$ cat config.mk
export PLATFORM = sky130hd
export DESIGN_NAME = pc_flags_sequencer
export DESIGN_NICKNAME = d
export VERILOG_FILES = /design/src/rtl/pc_flags_sequencer.sv
export SDC_FILE = /design/constraint.sdc
export NUM_CORES = 1
export LEC_CHECK = 0
export CORE_MARGIN = 1
export CORE_UTILIZATION = 34
export CTS_BUF_LIST = sky130_fd_sc_hd__clkbuf_4 sky130_fd_sc_hd__clkbuf_8 sky130_fd_sc_hd__clkbuf_16
export DETAILED_ROUTE_END_ITERATION = 8
export PLACE_DENSITY = 0.74
export REMOVE_ABC_BUFFERS = 1
export SLEW_MARGIN = 20
export SYNTH_ARGS = -nofsm -noshare
export SYNTH_HDL_FRONTEND = slang
export SYNTH_SLANG_ARGS = --single-unit
$ cat constraint.sdc
create_clock -name clk -period 1.6 [get_ports clk]
set_input_delay 0.32 -clock clk [delete_from_list [all_inputs] [get_ports clk]]
set_output_delay 0.32 -clock clk [all_outputs]
set_load 0.1 [all_outputs]
$ cat src/rtl/pc_flags_sequencer.sv
// pc_flags_sequencer: program counter, Z/N flags and halt detection for the
// single-cycle control path. Branch decisions use the flags latched by an
// earlier instruction, so a compare followed by a conditional jump needs no
// bubble.
// Optional build macro: PC_SEQ_RETIRE_COUNT_EN enables the saturating
// retired-instruction counter; without it `retired` is tied to zero.
module pc_flags_sequencer #(
    parameter int                  PC_WIDTH   = 8,
    parameter int                  DATA_WIDTH = 16,
    parameter logic [PC_WIDTH-1:0] RESET_PC   = '0
) (
    input  logic                  clk,
    input  logic                  reset,
    input  logic                  enable,
    input  logic                  flags_write,
    input  logic                  is_jz,
    input  logic                  is_jnz,
    input  logic                  is_jg,
    input  logic                  is_jl,
    input  logic                  is_jump,
    input  logic [DATA_WIDTH-1:0] alu_result,
    input  logic [PC_WIDTH-1:0]   jump_target,
    output logic [PC_WIDTH-1:0]   pc,
    output logic                  flag_z,
    output logic                  flag_n,
    output logic                  branch_taken,
    output logic                  halted,
    output logic [15:0]           retired
);

    typedef enum logic [0:0] {
        ST_RUN    = 1'b0,
        ST_HALTED = 1'b1
    } state_t;

    state_t                state_q, state_d;
    logic [PC_WIDTH-1:0]   pc_q, pc_d;
    logic                  flag_z_q, flag_z_d;
    logic                  flag_n_q, flag_n_d;
    logic                  cond_sel;
    logic                  advance;
    logic                  taken;
    logic                  self_branch;
    logic                  alu_zero;
    logic                  alu_neg;

    assign alu_zero = (alu_result == '0);
    assign alu_neg  = alu_result[DATA_WIDTH-1];

    // Select the condition of the highest-priority strobe against the stored flags.
    always_comb begin
        cond_sel = 1'b0;
        if (is_jump) begin
            cond_sel = 1'b1;
        end else if (is_jz) begin
            cond_sel = flag_z_q;
        end else if (is_jnz) begin
            cond_sel = !flag_z_q;
        end else if (is_jg) begin
            cond_sel = !flag_z_q && !flag_n_q;
        end else if (is_jl) begin
            cond_sel = flag_n_q;
        end
    end

    // An instruction only takes effect when enabled and not yet halted.
    assign advance     = enable && (state_q == ST_RUN);
    assign taken       = cond_sel && advance;
    assign self_branch = taken && (jump_target == pc_q);

    // Next-state logic: PC redirect/increment, flag latch, halt entry.
    always_comb begin
        state_d  = state_q;
        pc_d     = pc_q;
        flag_z_d = flag_z_q;
        flag_n_d = flag_n_q;
        case (state_q)
            ST_RUN: begin
                if (advance) begin
                    if (self_branch) begin
                        // The self-jump idiom parks the PC where it is.
                        state_d = ST_HALTED;
                        pc_d    = pc_q;
                    end else if (taken) begin
                        pc_d = jump_target;
                    end else begin
                        pc_d = pc_q + PC_WIDTH'(1);
                    end
                    // New flags land at the same edge the branch used the old ones.
                    if (flags_write) begin
                        flag_z_d = alu_zero;
                        flag_n_d = alu_neg;
                    end
                end
            end
            ST_HALTED: begin
                state_d = ST_HALTED;
            end
            default: begin
                state_d = ST_RUN;
            end
        endcase
    end

    // State, PC and flag registers; reset takes effect without a clock edge.
    always_ff @(posedge clk or posedge reset) begin
        if (reset) begin
            state_q  <= ST_RUN;
            pc_q     <= RESET_PC;
            flag_z_q <= 1'b0;
            flag_n_q <= 1'b0;
        end else begin
            state_q  <= state_d;
            pc_q     <= pc_d;
            flag_z_q <= flag_z_d;
            flag_n_q <= flag_n_d;
        end
    end

`ifdef PC_SEQ_RETIRE_COUNT_EN
    logic [15:0] retired_q, retired_d;

    // Count every enabled instruction in RUN, holding at all-ones.
    always_comb begin
        retired_d = retired_q;
        if (advance && (retired_q != 16'hFFFF)) begin
            retired_d = retired_q + 16'd1;
        end
    end

    // Retired-instruction counter register.
    always_ff @(posedge clk or posedge reset) begin
        if (reset) begin
            retired_q <= 16'h0000;
        end else begin
            retired_q <= retired_d;
        end
    end

    assign retired = retired_q;
`else
    assign retired = 16'h0000;
`endif

    assign pc           = pc_q;
    assign flag_z       = flag_z_q;
    assign flag_n       = flag_n_q;
    assign halted       = (state_q == ST_HALTED);
    assign branch_taken = taken;

endmodule

==> qor.yml <==
synth:
  ys_ff_latch: 11
  synth_area_per_cell_sq_um: 8.428
  synth_flop_cell: "dfrtp_1"
  synth_common_cells: "buf_4, dfrtp_1, nand2_1, xor2_1"
  yosys_warnings: 0
  yosysTopAreaCell: "dfrtp_1"
  synth.yosys.seq_area_share: 0.2699
  netlist_instances: 121
  synthesis.area_sq_um: 1020
  async_flop_share: 1.000
  yosysTopAreaCellShare: 0.2699
  synth_edf_count: 0
  yosysMostFrequentCell: "buf_4"
  synth.area.top_cells: "dfrtp_1, buf_4, xor2_1, nand2_1, nor4_1"
  synth_cell_types: 39
placement:
  dpl-instance-area_sq_um: 1753
  placedCellCount: 218
  globalplace.congestion: 0.8659
  io_buffers: 44
  hpwl_microns: 2556
  pre_cts_slack_ns: -0.6463
clocking:
  cts_tree: "yes"
  insertion_delay_ns: 0.28
  cts.path.max_buffers: 2
  cts_sinks: 11
  numCtsBuffers: 3
  clkTransAtPathRegs_ns: 0.08
  ctsHtreeMaxLevel: 1
  root_buffer: "clkbuf_4"
run_status:
  violations: "DRC, setup timing"
  status: "finished with violations"
setup_path:
  cp-startpoint: "flag_z"
  endpoint_kind: "output pin"
  crit_chain: "mux2i_2 -> a41oi_2 -> and3_4 -> nor2_4 -> buf_12"
  r2r_slack_ns: -0.26
  cp_top_family: "flip-flops"
  worstReg2RegStart: "flag_z"
  max_stage_delay_ns: 0.38
  cp.depth: 5
  r2r_cells: 8
  critical_path_arrival_ns: 1.59
  r2r_end: "pc[1]"
  crit_fanout: 2
  cp_slowest_cell: "dfrtp_1"
  crit_path_end: "branch_taken"
  critPathLaunchType: "flip-flop"
  crit_buf_inv: 1
  path_class: "reg -> out"
  required_ns: 1.28
route:
  vias: 1208
  route.detailed.drc: 4
  wl_microns: 3472
  wl_per_cell_microns: 14.90
  firstDrtPassIters: 6
  ant_nets: 0
  viasPerCell: 5.185
  drt_iter0_drc: 41
power:
  p_sw_frac: 0.5383
  seqPwrFrac: 0.138
  power_leakage_nw: 0.9184
  clkPwrFrac: 0.065
  p_per_area_nw_per_um2: 1752
  netSwitchingPower_mw: 1.840
  total_power_mw: 3.418
  p_int_mw: 1.578
  ir_worst_vdd_mv: 1.168
  power_frac_comb: 0.797
timing:
  post-route-period-util: 1.195
  min_period_ns: 1.913
  max_freq_ghz: 0.5228
  skew_ns: 0.002766
  rsz0062_at_grt: "yes"
  drv_slew: 0
  finalSetupViolations: 9
  fin_ws_ns: -0.3126
  setup-tns-final_ns: -1.549
  hold_viol_final: 0
floorplanning:
  dieArea_sq_um: 3222
  io_pins: 61
  num_rows: 19
  die_w_microns: 56.77
  die_h_microns: 56.77
  core_sq_um: 2805
  start_util: 0.3635
worst_hold_path:
  min_path_type: "in -> async"
global_routing:
  grt-ovfl-total: 0
  grt_pass1_wl_microns: 5464
  grt_pass1_vias: 1243
  grt_usage: 0.2211
  grt_max_degree: 12
  antenna_found_initial: 0
flow_run:
  drv_cap: 0
layout:
  drive_gt1_frac: 0.3911
  layout-area-overhead-vs-synth_pct: 91.29
  fin_nets: 237
  final_cells: 233
  fin_area_sq_um: 1951
  antenna_cells: 0
[layout make-up]
class	instances	area, sq um
timing repair buffer	82	855.8
fill	215	854.6
multi-input combinational	99	728.2
sequential	11	275.3
tap	31	38.79
clock buffer	4	30.03
inverter	6	22.52
[power by group through the flow]
stage / registers (mW) / clock network [mW] / logic, mW
6_report: 0.471 / 0.222 / 2.73
5_1_grt: 0.481 / 0.244 / 2.84
4_1_cts: 0.470 / 0.233 / 2.66
3_5_place_dp: 0.478 / 0 / 2.53
3_3_place_gp: 0.468 / 0 / 2.51
2_1_floorplan: 1.33 / 0 / 0.620
[timing repair]
| item | CTS | global route |
|---|---|---|
| pin swaps | 19 | 10 |
| setup buffers | 7 | 5 |
| hold buffers | 0 | 0 |
| endpoints found under the setup margin | 10 | 9 |
| gates resized for setup | 29 | 7 |
| cloned | 1 | 1 |
[cells by family after synthesis]
kind of cell,synth area share
adder cells (fa/ha/maj),0.01227
AO/OA/AOI/OAI,0.1975
AND/OR/NAND/NOR,0.2417
XOR/XNOR,0.06871
flip-flops,0.2699
multiplexers,0.04172
other,0.003677
buffers and inverters,0.1644
[registers in the layout, summed over array words and instances (netlist names)]
register / count
flag_n: 1
flag_z: 1
halted: 1
pc: 8
[how the worst min path moves through the flow]
stage	to	slack (ns)	depth (start not counted)
floorplan	flag_n	0.17	1
detailed placement	halted	0.59	2
global placement	halted	0.57	2
global route	pc[0]	0.39	2
CTS	pc[0]	0.38	2
finish	flag_n	0.35	2
[layer usage]
metal	global-route usage	vias up	routed length [microns]	share of wire
li1	-	575	-	-
met1	0.2677	569	1452	0.42
met2	0.3673	54	1748	0.50
met3	0.04608	10	185	0.053
met4	0.1150	0	86	0.025
met5	0	-	0	0
[per-stage QoR]
step,hold WS [ns],utilization
final,0.3526,0.6954
after global routing,0.3929,0.6954
after CTS,0.3766,0.6668
after detailed placement,0.5858,0.6249
after global placement,0.5734,0.6249
after floorplan,0.1724,-
[placed cells by master (no fill, tap or decap), drive strengths merged]
cell type / instances
a211o: 1
a21o: 2
a21oi: 4
a221o: 2
a221oi: 1
a22oi: 2
a31o: 1
a41o: 1
a41oi: 1
and2: 2
and2b: 1
and3: 4
and4: 2
buf: 50
clkbuf: 4
clkdlybuf4s50: 22
conb: 16
dfrtp: 11
dlygate4sd2: 10
ha: 1
inv: 6
mux2: 2
mux2i: 2
nand2: 10
nand2b: 1
nand3: 4
nand4: 4
nor2: 5
nor2b: 1
nor3: 4
nor4: 6
o211ai: 2
o21ai: 4
o22a: 1
o31a: 3
or2: 1
xor2: 8
[worst register-to-register path, cell delays in order (launching register included)]
cell     delay, ns
dfrtp_1       0.38
mux2i_2       0.26
a41oi_2       0.16
and3_4        0.20
buf_4         0.13
buf_6         0.11
buf_6         0.12
and3_4        0.16
a211o_1       0.22
Power figures use the tool's default switching activity.
